===== src/rtl/bit_stream_serializer_pkg.sv =====
// rtl/bit_stream_serializer_pkg.sv - shared state encoding and sizing helper for the bit-stream serializer
package serializer_pkg;

    typedef enum logic {
        ST_IDLE  = 1'b0,
        ST_SHIFT = 1'b1
    } state_t;

    // Bits-remaining counter must hold the value WIDTH itself, hence WIDTH+1 codes.
    function automatic int cnt_width(input int width);
        return $clog2(width + 1);
    endfunction

endpackage


===== src/rtl/bit_stream_serializer.sv =====
// rtl/bit_stream_serializer.sv - parallel-to-serial shifter with one-word hold buffer
//
// Ports:
//   clock       rising-edge clock
//   reset_n     synchronous active-low reset
//   load_valid  load_data is valid this cycle
//   load_ready  block can accept a word this cycle
//   load_data   parallel word to serialize
//   bit_out     serial bit, one per clock while bit_valid
//   bit_valid   bit_out carries a real data bit
//   word_done   final bit of a word is on bit_out
//   busy        shifting or hold buffer occupied
module bit_stream_serializer
    import serializer_pkg::*;
#(
    parameter int WIDTH     = 10,
    parameter bit LSB_FIRST = 1'b0
) (
    input  logic             clock,
    input  logic             reset_n,
    input  logic             load_valid,
    output logic             load_ready,
    input  logic [WIDTH-1:0] load_data,
    output logic             bit_out,
    output logic             bit_valid,
    output logic             word_done,
    output logic             busy
);

    localparam int CW = cnt_width(WIDTH);

    if (WIDTH < 2) begin : g_width_check
        $error("bit_stream_serializer: WIDTH must be >= 2");
    end

    state_t           state, state_nx;
    logic [WIDTH-1:0] sh, sh_nx;
    logic [WIDTH-1:0] hold, hold_nx;
    logic             hold_full, hold_full_nx;
    logic [CW-1:0]    cnt, cnt_nx;

    logic             xfer;
    logic             last_bit;
    logic [WIDTH-1:0] sh_shifted;

    assign load_ready = reset_n & ~hold_full;
    assign xfer       = load_valid & load_ready;
    assign last_bit   = (state == ST_SHIFT) && (cnt == CW'(1));

    // Move the next bit toward whichever end drives bit_out, zero-filling behind it.
    assign sh_shifted = LSB_FIRST ? (sh >> 1) : (sh << 1);

    always_comb begin
        state_nx     = state;
        sh_nx        = sh;
        cnt_nx       = cnt;
        hold_nx      = hold;
        hold_full_nx = hold_full;

        case (state)
            ST_IDLE: begin
                if (xfer) begin
                    sh_nx    = load_data;
                    cnt_nx   = CW'(WIDTH);
                    state_nx = ST_SHIFT;
                end
            end

            ST_SHIFT: begin
                if (last_bit) begin
                    // Reloading on the last-bit edge keeps consecutive words gap-free.
                    // A held word and a new transfer never coincide: load_ready is low
                    // whenever the hold buffer is occupied.
                    if (hold_full) begin
                        sh_nx        = hold;
                        cnt_nx       = CW'(WIDTH);
                        hold_full_nx = 1'b0;
                    end else if (xfer) begin
                        sh_nx  = load_data;
                        cnt_nx = CW'(WIDTH);
                    end else begin
                        sh_nx    = '0;
                        cnt_nx   = '0;
                        state_nx = ST_IDLE;
                    end
                end else begin
                    sh_nx  = sh_shifted;
                    cnt_nx = cnt - CW'(1);
                    if (xfer) begin
                        hold_nx      = load_data;
                        hold_full_nx = 1'b1;
                    end
                end
            end

            default: begin
                state_nx = ST_IDLE;
            end
        endcase
    end

    always_ff @(posedge clock) begin
        if (!reset_n) begin
            state     <= ST_IDLE;
            sh        <= '0;
            cnt       <= '0;
            hold      <= '0;
            hold_full <= 1'b0;
        end else begin
            state     <= state_nx;
            sh        <= sh_nx;
            cnt       <= cnt_nx;
            hold      <= hold_nx;
            hold_full <= hold_full_nx;
        end
    end

    // Serial outputs come only from registers so a downstream Mealy detector
    // never sees a combinational path from load_valid/load_data.
    assign bit_valid = (state == ST_SHIFT);
    assign bit_out   = bit_valid & (LSB_FIRST ? sh[0] : sh[WIDTH-1]);
    assign word_done = last_bit;
    assign busy      = bit_valid | hold_full;

endmodule


===== config.mk =====
export PLATFORM = sky130hd
export DESIGN_NAME = bit_stream_serializer
export DESIGN_NICKNAME = d
export VERILOG_FILES = /design/src/rtl/bit_stream_serializer_pkg.sv /design/src/rtl/bit_stream_serializer.sv
export SDC_FILE = /design/constraint.sdc
export NUM_CORES = 1
export LEC_CHECK = 0
export BUFFER_PORTS_ARGS = -buffer_cell sky130_fd_sc_hd__buf_2
export CAP_MARGIN = 15
export CORE_UTILIZATION = 42
export CTS_BUF_LIST = sky130_fd_sc_hd__clkbuf_4 sky130_fd_sc_hd__clkbuf_8
export DETAILED_ROUTE_END_ITERATION = 10
export GPL_TIMING_DRIVEN = 0
export SLEW_MARGIN = 20
export SYNTH_ARGS = -nofsm -noshare
export SYNTH_HDL_FRONTEND = slang
export SYNTH_SLANG_ARGS = --single-unit

===== constraint.sdc =====
create_clock -name clock -period 4.1 [get_ports clock]
set_input_delay 0.41 -clock clock [delete_from_list [all_inputs] [get_ports clock]]
set_output_delay 0.41 -clock clock [all_outputs]
set_load 0.05 [all_outputs]

# == Word-level counts from Yosys, hierarchy flattened ==
# Cells that the tools add are included.
# word_totals
elab_cells,35
inputBits,13
output_inout_bits,5
register_bits,26
# classes
bitwise,7
reduce_logical,4
eq_ne,2
addsub,1
muxes,16
# op_table
operator,count
$mux W10,4
$pmux W10 S2,1
$mux W4,4
$pmux W4 S2,1
$mux W1,5
$eq A4 B1 Y1 const B,1
$sub A4 B1 Y4 const B,1
$and A1 B1 Y1,3
$not A1 Y1,3
$reduce_and A3 Y1,1
$ne A2 B2 Y1 const B,1
$pmux W1 S2,1
$reduce_and A2 Y1,1
$reduce_bool A2 Y1,1
$logic_and A1 B1 Y1,1
$or A1 B1 Y1,1

# == Depth between registers and ports, before layout ==
# depth
depth_word,7
ltp_mapped,8
mapped_depth_nobuf,6

# == Least setup slack after synthesis ==
# OpenSTA, ideal clock, no wires.
# synth_path
path_type,flip-flop to output port
startpoint,"register state, in the netlist bit_valid"
endpoint,output port bit_out
t_required_ns,3.690
path_slack_ns,2.120
path_stages_with_launch,4
t_arrival_ns,1.570
n_path_buf,2
cell_sequence,dfxtp_1 > buf_4 > clkbuf_1 > and2_1
# synth_between
elab_chain_cells,1
# synth_rtl
item,line,source
from (decl),bit_stream_serializer.sv:36,"state_t state, state_nx;"
from (signal assigned),bit_stream_serializer.sv:110,state <= state_nx;
$and A1 B1 Y1,bit_stream_serializer.sv:121,assign bit_out = bit_valid & (LSB_FIRST ? sh[0] : sh[WIDTH-1]);
to (decl),bit_stream_serializer.sv:24,"output logic bit_out,"
# No other way between the ends.

# == Worst setup path after layout ==
# layout_path
startpoint,"register state, in the netlist bit_valid"
endpoint,output port busy
# layout_between
elab_chain_cells,1
# layout_rtl
item,line,source
$or A1 B1 Y1,bit_stream_serializer.sv:123,assign busy = bit_valid | hold_full;
to (decl),bit_stream_serializer.sv:27,output logic busy
# No other way between the ends.

==> summary.txt <==
Floorplanning
  – Number of top-level pins: 18
  – Die Outline Area: 3480 µm²
  – Die X: 59.0 µm
  – Starting density of the core: 44.3%
  – Std-Cell Rows: 20
  – Core region area: around 3100 µm²
  – Die span in y: 59.0 µm

Yosys
  – Most repeated cell in the gate-level netlist after synthesis: nand2_1
  – Mean instance size in the synthesized netlist: 8.32 µm²
  – Dominant cells by area after synthesis: dfxtp_1 (38%), nand2_1 (7.7%), o21ai_2 (6.4%)
  – Synthesized netlist cell count: 164
  – Most common flop cell mapped by yosys: dfxtp_1
  – Top cell type's share of synthesized area: 38.1%
  – Synth Net Count: 179
  – Register area share after synthesis: 38.1%
  – Biggest area consumer among synthesized cells: dfxtp_1
  – Number of synthesized flops with an enable pin: 0
  – FF+latch count, synth: 26
  – Count of yosys warnings during synthesis: 0
  – Top cells by instance count after synthesis: nand2_1 (28), dfxtp_1 (26), a21oi_1 (16)
  – Number of library cell types mapped by synthesis: 41
  – Share of synthesized flip-flops with an asynchronous set or reset: 0%
  – Post-synthesis instance area: 1370 µm²

Global route
  – Vias in the first global route: 1144
  – Largest net degree at the start of global routing: 14
  – Initial antenna violation count: 0
  – GRT Overall Usage: 22.0%
  – Total grt overflow: 0
  – Global-route wire length before repair: between 5000 and 6000 µm

Setup path
  – Combined buffer and inverter count along the critical path: 3
  – Endpoint type of the worst setup path: output pin
  – Type of the setup path with the least slack: register to output pin
  – Crit-path cells: buf_4 > clkbuf_1 > or2_2 > buf_2
  – Depth of the most critical reg-to-reg path: 8
  – Arr. time, crit path: 1.68 ns
  – Standard cell with the maximum stage delay on the critical path: clkbuf_1
  – Peak per-stage delay on the critical path: 0.40 ns
  – Critical path startpoint category: register
  – Total number of cells along the worst setup path: 4
  – WP data required: 3.69 ns
  – Category of cells accounting for the largest share of critical-path delay: buffers and inverters
  – Crit path max fanout: 10

Clocking
  – Worst-path clk slew: 0.14 ns
  – Post-CTS setup buffer count: 0
  – H-Tree Level Count: 1
  – Clock tree buffer depth: 2
  – CTS sink cnt: 26
  – Post-CTS Hold Fix Bufs: 0
  – Clk Latency, worst-skew pair: 0.33 ns
  – Clock root buffer: clkbuf_4
  – Cts bufs inserted: 3
  – Clock tree from TritonCTS: yes
  – Number of gates resized after cts: 0

Route
  – Via total after detailed routing: between 1k and 1.5k
  – Antenna violation net count after detailed routing: 0
  – First-pass DRT Iterations: 4
  – DRC marker count from the first detailed-route iteration: 57
  – Post-route DRC: 0
  – Drt via density: ~5.3
  – Routed length per placed instance: 14.4 µm
  – Final wirelength: around 3300 µm

STA
  – Setup repair after global routing missed its margin: no
  – Total Neg Setup Slack: 0 ns
  – Final period util: between 50% and 60%
  – Final setup violation count: 0
  – Number of failing hold endpoints at the final stage: 0
  – Tightest Pin Transition: 0.473 ns
  – Relative max-transition margin: around two thirds
  – Highest Clock Rate: 479 MHz
  – Count of final max-slew check failures: 0
  – Post-Route Skew: 0.00656 ns
  – Tmin final: 2.09 ns

Finish
  – Post-layout nets: ~200
  – Synthesis-to-layout area growth: 11.9%
  – Proportion of layout cells with a drive suffix above 1: between 20% and 30%
  – Layout filler cell count: 325
  – Final antenna diode count: 0
  – Non-filler instance count after layout: 228

Placed design
  – Instance count after placement with tap cells included: 225
  – Final HPWL from detailed placement: between 2000 and 2500 µm
  – Count of input and output buffers: 17
  – Routability congestion estimate: a little under 0.8

Job
  – Max-capacitance violation count: 0

Power
  – Peak ir drop on the vdd network: 0.000193 V
  – Static Leakage: 0.654 nW
  – Power per Cell Area: 347 nW/µm²

Outcome
  – Status: completed

Min path
  – Hold crit path type: input pin to register
  – Number of cells traversed by the worst hold path: 3
-- kinds of logic (layout without fill, tap and decap cells) --
logic type | after synthesis | count (layout) | share of synthesized area (%)
buffers and inverters | 19 | 39 | 8.34
adders and majority gates | 2 | 2 | 1.83
DFF | 26 | 26 | 38.1
AOI/OAI and AO/OA | 49 | 49 | 25.6
and+or+nand+nor | 68 | 68 | 26.1
-- placed cells by master (no fill, tap or decap), drive strengths merged, types with 5 or more instances in the layout --
cell    instances
o21ai          14
nor2            9
inv             7
nand2          33
buf            25
clkbuf          6
dfxtp          26
nand3           5
a21oi          16
-- layer usage --
| layer | GRT usage [%] | routed length, µm |
|---|---|---|
| met1 | 31.0 | 1590 |
| met5 | 0 | 0 |
| met3 | 2.18 | 123 |
| met4 | 8.16 | 42 |
| met2 | 35.1 | 1530 |
-- stage by stage --
step | power, mW | setup WS [ns] | util (%) | cell area, µm² | hold WS, ns
6_report | 0.530 | 2.01 | 49.6 | 1530 | 0.279
5_1_grt | 0.563 | 1.92 | 49.6 | 1530 | 0.279
4_1_cts | 0.533 | 2.00 | 49.6 | 1530 | 0.280
3_5_place_dp | 0.424 | 2.39 | 48.9 | 1510 | 0.450
3_3_place_gp | 0.421 | 2.39 | 48.9 | 1510 | 0.447
2_1_floorplan | 0.387 | 2.12 | - | 1370 | 0.439
-- final cells by class --
cell class	count	area (µm²)	share of cell area, %
buffer	12	87.6	5.73
multi-input combinational	119	731	47.8
timing repair buffer	17	85.1	5.57
clock buffer	3	22.5	1.47
sequential	26	520	34.1
inverter	7	26.3	1.72
tap	44	55.1	3.60
-- registers in the layout, indices dropped and copies added, names as in the netlist --
| register | count |
|---|---|
| bit_valid | 1 |
| cnt | 4 |
| hold | 10 |
| hold_full | 1 |
| sh | 10 |
-- tightest hold or removal path, stage by stage --
cell,delay [ns]
buf_2,0.09
nand2_1,0.05
o21ai_2,0.04
-- power breakdown --
part	switching [mW]	leakage (nW)	internal [mW]	total [mW]
Sequential	0.0148	0.214	0.275	0.290
Combinational	0.0776	0.427	0.0503	0.128
Clock	0.0779	0.0138	0.0345	0.112
-- worst paths after layout --
check | from | to | slack [ns]
worst max register to register | cnt[1] | hold[7] | 2.41
worst min register to register | hold[0] | hold[0] | 0.47
worst max-delay path | bit_valid | busy | 2.01
worst min-delay path | load_data[9] | hold[9] | 0.28
No activity file was read; power rests on OpenSTA's default activity.
